[src/rtl/systolic_pkg.sv]
// Shared types and helpers for the systolic array operand feeders.
package systolic_pkg;

  localparam int N_DEF = 4;
  localparam int W_DEF = 8;

  typedef enum logic [1:0] {
    IDLE   = 2'd0,
    STREAM = 2'd1,
    FLUSH  = 2'd2
  } state_t;

  // Bit offset of lane i inside a packed N*W vector.
  function automatic int lane_lo(input int i, input int w);
    return i * w;
  endfunction

endpackage

[src/rtl/skew_delay_line.sv]
// Fixed-depth shift line carrying an operand plus its valid flag.
module skew_delay_line #(
  parameter int DEPTH = 1,
  parameter int W     = 8
) (
  input  logic         i_clk,
  input  logic         i_rst_n,
  input  logic [W-1:0] i_data,
  input  logic         i_valid,
  output logic [W-1:0] o_data,
  output logic         o_valid
);

  logic [W-1:0]     r_data [DEPTH];
  logic [DEPTH-1:0] r_valid;

  always_ff @(posedge i_clk or negedge i_rst_n) begin
    if (!i_rst_n) begin
      for (int k = 0; k < DEPTH; k++) r_data[k] <= '0;
      r_valid <= '0;
    end else begin
      r_data[0]  <= i_data;
      r_valid[0] <= i_valid;
      for (int k = 1; k < DEPTH; k++) begin
        r_data[k]  <= r_data[k-1];
        r_valid[k] <= r_valid[k-1];
      end
    end
  end

  assign o_data  = r_data[DEPTH-1];
  assign o_valid = r_valid[DEPTH-1];

endmodule

[src/rtl/systolic_operand_feeder.sv]
// Skews incoming operand vectors diagonally onto one edge of the PE array,
// inserting bubbles on source stalls and flushing the skew at tile end.
module systolic_operand_feeder
  import systolic_pkg::*;
#(
  parameter int N  = N_DEF,
  parameter int W  = W_DEF,
  parameter int CW = 8
) (
  input  logic            i_clk,
  input  logic            i_rst_n,
  input  logic            i_in_valid,
  output logic            o_in_ready,
  input  logic [N*W-1:0]  i_in_data,
  input  logic            i_in_last,
  output logic [N*W-1:0]  o_skew_data,
  output logic [N-1:0]    o_lane_valid,
  output logic            o_en_out,
  output logic            o_tile_done,
  output logic [CW-1:0]   o_vec_count
);

  localparam int FCW = (N > 2) ? $clog2(N) : 1;

  state_t          r_state, w_state_next;
  logic [FCW-1:0]  r_flush_cnt, w_flush_cnt_next;
  logic            r_in_ready, w_in_ready_next;
  logic            r_tile_done, w_tile_done_next;
  logic [CW-1:0]   r_vec_count, w_vec_count_next;
  logic            w_accept;

  assign w_accept = i_in_valid & r_in_ready;

  always_ff @(posedge i_clk or negedge i_rst_n) begin
    if (!i_rst_n) begin
      r_state     <= IDLE;
      r_flush_cnt <= '0;
      r_in_ready  <= 1'b0;
      r_tile_done <= 1'b0;
      r_vec_count <= '0;
    end else begin
      r_state     <= w_state_next;
      r_flush_cnt <= w_flush_cnt_next;
      r_in_ready  <= w_in_ready_next;
      r_tile_done <= w_tile_done_next;
      r_vec_count <= w_vec_count_next;
    end
  end

  // Flush lasts N-1 edges so lane N-1 presents the last element as we leave.
  always_comb begin
    w_state_next     = r_state;
    w_flush_cnt_next = r_flush_cnt;
    case (r_state)
      IDLE: begin
        if (w_accept) w_state_next = i_in_last ? FLUSH : STREAM;
      end
      STREAM: begin
        if (w_accept && i_in_last) w_state_next = FLUSH;
      end
      FLUSH: begin
        w_flush_cnt_next = r_flush_cnt - FCW'(1);
        if (r_flush_cnt == FCW'(1)) w_state_next = IDLE;
      end
      default: w_state_next = IDLE;
    endcase
    if (r_state != FLUSH && w_state_next == FLUSH) w_flush_cnt_next = FCW'(N - 1);
  end

  always_comb begin
    w_in_ready_next  = (w_state_next != FLUSH);
    w_tile_done_next = (r_state == FLUSH) && (w_state_next == IDLE);
    w_vec_count_next = r_vec_count;
    if (w_accept) begin
      if (r_state == IDLE)         w_vec_count_next = CW'(1);
      else if (r_vec_count != '1)  w_vec_count_next = r_vec_count + CW'(1);
    end
  end

  for (genvar gi = 0; gi < N; gi++) begin : g_lane
    logic [W-1:0] w_lane_in;
    assign w_lane_in = w_accept ? i_in_data[lane_lo(gi, W) +: W] : '0;

    skew_delay_line #(
      .DEPTH (gi + 1),
      .W     (W)
    ) u_line (
      .i_clk   (i_clk),
      .i_rst_n (i_rst_n),
      .i_data  (w_lane_in),
      .i_valid (w_accept),
      .o_data  (o_skew_data[lane_lo(gi, W) +: W]),
      .o_valid (o_lane_valid[gi])
    );
  end

  assign o_in_ready  = r_in_ready;
  assign o_en_out    = |o_lane_valid;
  assign o_tile_done = r_tile_done;
  assign o_vec_count = r_vec_count;

endmodule

[config.mk]
export PLATFORM = sky130hd
export DESIGN_NAME = systolic_operand_feeder
export DESIGN_NICKNAME = d
export VERILOG_FILES = /design/src/rtl/systolic_pkg.sv /design/src/rtl/skew_delay_line.sv /design/src/rtl/systolic_operand_feeder.sv
export SDC_FILE = /design/constraint.sdc
export NUM_CORES = 1
export LEC_CHECK = 0
export CORE_MARGIN = 2
export CORE_UTILIZATION = 48
export DETAILED_ROUTE_END_ITERATION = 10
export HOLD_SLACK_MARGIN = 0.05
export PLACE_DENSITY = 0.78
export SYNTH_ARGS = -nofsm -noshare
export SYNTH_HDL_FRONTEND = slang
export SYNTH_SLANG_ARGS = --single-unit
export TNS_END_PERCENT = 10
[constraint.sdc]
create_clock -name i_clk -period 1.8 [get_ports i_clk]
set_input_delay 0.18 -clock i_clk [delete_from_list [all_inputs] [get_ports i_clk]]
set_output_delay 0.18 -clock i_clk [all_outputs]
set_load 0.02 [all_outputs]
==> summary.txt <==
Drt
  • Vias: 1773
  • Vias per inst: 4.82
  • DR pass1 iterations: 4
  • WL final: 5.14 mm
  • Starting DRT DRC Count: 71
  • Antenna-violating nets left: 0
  • Residual DRC: 0
  • Wire per inst: 14.0 um

Setup path
  • Critical-path top delay cell: clkdlybuf4s50_1
  • CP startpoint: o_vec_count[4]$_DFFE_PN0P_
  • Crit path max fanout: 9
  • Critical Path Sink Type: output pin
  • Setup crit start kind: flip-flop
  • Setup CP Type: flip-flop to output pin
  • CP Cell Sequence: clkdlybuf4s50_1
  • Crit. path cell count: 1
  • Worst R2R Start: o_vec_count[0]$_DFFE_PN0P_
  • Critical path endpoint: o_vec_count[4]
  • Crit path largest cell delay: 0.66 ns
  • Reg2Reg Capture Point: o_vec_count[4]$_DFFE_PN0P_
  • FF-to-FF path depth: 4
  • Delay-heaviest family, CP: buffers and inverters
  • R2R setup slack: 0.38 ns
  • CP required: 1.62 ns
  • CP arrival: 1.52 ns
  • Buffers & Inverters on Critical Path: 1

STA
  • Final Hold Violating Endpoints: 0
  • Fmax: 588 MHz
  • Endpoints failing setup: 0
  • WHS: 0.351 ns
  • Clock period minus worst slack: 1.70 ns
  • RSZ-0062 raised after global routing: no
  • Final worst slack: 0.0981 ns
  • Final period utilization: 0.945
  • Worst Tran Pin Value: 0.488 ns
  • Clock skew: 0.00639 ns
  • Slew HR: 0.675
  • Max Slew Vio Count: 0
  • Setup TNS: 0 ns

CTS
  • CTS Buf Count: 9
  • Clock sink count: 98
  • CTS tree: done
  • Clock latency on the worst-skew pair: 0.36 ns
  • Post-CTS setup buffer count: 0
  • Clock transition at the registers of the reported paths: 0.10 ns
  • CTS Root Cell: clkbuf_8
  • H-Tree Level Count: 3
  • Clock tree buffer depth: 2

Yosys
  • Most common library cells after synthesis: dfrtp_1, and3_1, buf_4
  • YS warnings: 0
  • Cell with the most instances after synthesis: dfrtp_1
  • Post-synth EDFFs: 0
  • Area share of the largest cell type after synthesis: 0.746
  • Seq/Total Area, Yosys: 0.746
  • Asr flop ratio synth: 1.00
  • Largest area contributor in the netlist: dfrtp_1
  • Primary FF master, synth: dfrtp_1
  • Synth Area per Inst: 15.0 um^2
  • Synth cell types: 38
  • Synthesized instance count: 219
  • #FFs+latches synth: 98
  • Mapped Area: 3290 um^2
  • Top cells by area, synth: dfrtp_1, buf_4, and3_1, a21oi_1, ha_1
  • Synthesized Nets: 257

Outcome
  • Run status: finished clean

Finish
  • Layout cells sized above 1: 0.118
  • # diodes: 0
  • Area Growth Syn to Fin: 29.1%
  • Combined area of the multi-input logic cells: 568 um^2
  • Fillers: 509
  • FF/Latch Area: 2450 um^2
  • NumNets Final: 321

Placed design
  • Detailed placement HPWL: 3.35 mm
  • GPL Wtd Cong: 0.778
  • IO buf count: 82
  • Pre-CTS WS: 0.189 ns

Power and ir drop
  • P per Cell Area: 1330 nW/um^2
  • Register share of total power: 0.494
  • Lkg Pwr: 2.06 nW
  • Pint: 0.00401 W
  • Sw Pwr: 0.00166 W
  • Max IR drop VDD: 0.587 mV
  • Switching part of the total: 0.292
  • Clock share of power: 0.279
  • Pwr Total: 0.00567 W
  • Combinational Power Share: 0.226

Die
  • Core area: 6720 um^2
  • # rows: 30
  • I/O pin total: 83
  • Die Area: 7530 um^2
  • Die width: 86.8 um
  • Initial core utilization: 0.490
  • Chip height: 86.8 um

Job
  • Max Cap Viol: 0

GRT
  • Largest net degree at the start of global routing: 99
  • Grt total ovfl: 0
  • Vias in the first global route: 1809
  • Total GRT Usage: 0.152
  • Antenna violations before repair: 0
  • Global-route wire length before repair: 8.60 mm

Hold path
  • Hold path startpoint: g_lane[2].u_line.r_data[13]$_DFF_PN0_
  • Hold Path Class: flip-flop to flip-flop
what timing repair did:
action / in CTS / in global routing
hold endpoints to repair: 98 / 0
cloned: 0 / 0
hold buffers: 1 / 0
resized for setup: 1 / 3
endpoints found under the setup margin: 1 / 2
registers in the layout, summed over array words and instances, names as in the netlist:
signal / cells
g_lane.u_line.o_data: 32
g_lane.u_line.r_data: 48
g_lane.u_line.r_valid: 4
o_in_ready: 1
o_tile_done: 1
o_vec_count: 8
r_flush_cnt: 2
r_state: 2
power by group through the flow:
stage	Sequential (W)	Combinational, W	Clock (W)
finish	0.00280	0.00128	0.00158
detailed placement	0.00284	0.00130	0
global route	0.00285	0.00139	0.00174
CTS	0.00280	0.00130	0.00164
floorplan	0.00290	0.000727	0
global placement	0.00282	0.00127	0
per-stage QoR:
stage,cell area [um^2],std cells,util
finish,4250,368,0.632
global route,4250,368,0.632
CTS,4250,368,0.633
detailed placement,4010,351,0.597
global placement,4010,351,0.597
floorplan,3290,219,-
final cells by class:
| class | instances | area share |
|---|---|---|
| Clock buffer | 9 | 0.0292 |
| Clock inverter | 7 | 0.0253 |
| Inverter | 5 | 0.00501 |
| Multi-Input combinational cell | 81 | 0.134 |
| Sequential cell | 98 | 0.578 |
| Tap cell | 80 | 0.0236 |
| Timing Repair Buffer | 88 | 0.206 |
metal layers:
layer | global-route usage | wire length [um] | up-vias
met5 | 0 | 0 | -
met4 | 0.0838 | 123 | 0
met3 | 0.0410 | 186 | 10
met2 | 0.237 | 2540 | 51
met1 | 0.193 | 2300 | 859
li1 | - | - | 853
worst min-delay path by stage:
stage,cells past startpoint,slack [ns],end
6_report,0,0.35,g_lane[2].u_line.o_data[5]$_DFF_PN0_
5_1_grt,0,0.36,g_lane[2].u_line.r_data[9]$_DFF_PN0_
4_1_cts,0,0.35,g_lane[2].u_line.o_data[5]$_DFF_PN0_
3_5_place_dp,2,0.27,g_lane[0].u_line.o_data[3]$_DFF_PN0_
3_3_place_gp,2,0.26,g_lane[0].u_line.o_data[7]$_DFF_PN0_
2_1_floorplan,0,-0.12,g_lane[0].u_line.o_data[0]$_DFF_PN0_
layout by cell type (no fill, tap or decap), drive strengths merged, types with 3 or more instances in the layout:
master	n
nand4	3
and3	33
clkdlybuf4s50	80
dfrtp	98
nor2	5
nand2	4
a21oi	7
clkbuf	10
buf	6
inv	8
logic make-up after synthesis:
kind of cell | count (synthesis) | synth area share
flops | 98 | 0.746
simple gates | 56 | 0.106
buf+inv | 40 | 0.0818
compound gates | 22 | 0.0559
fa+ha+maj | 2 | 0.00761
mux | 1 | 0.00304
No activity file was read; power rests on OpenSTA's default activity.
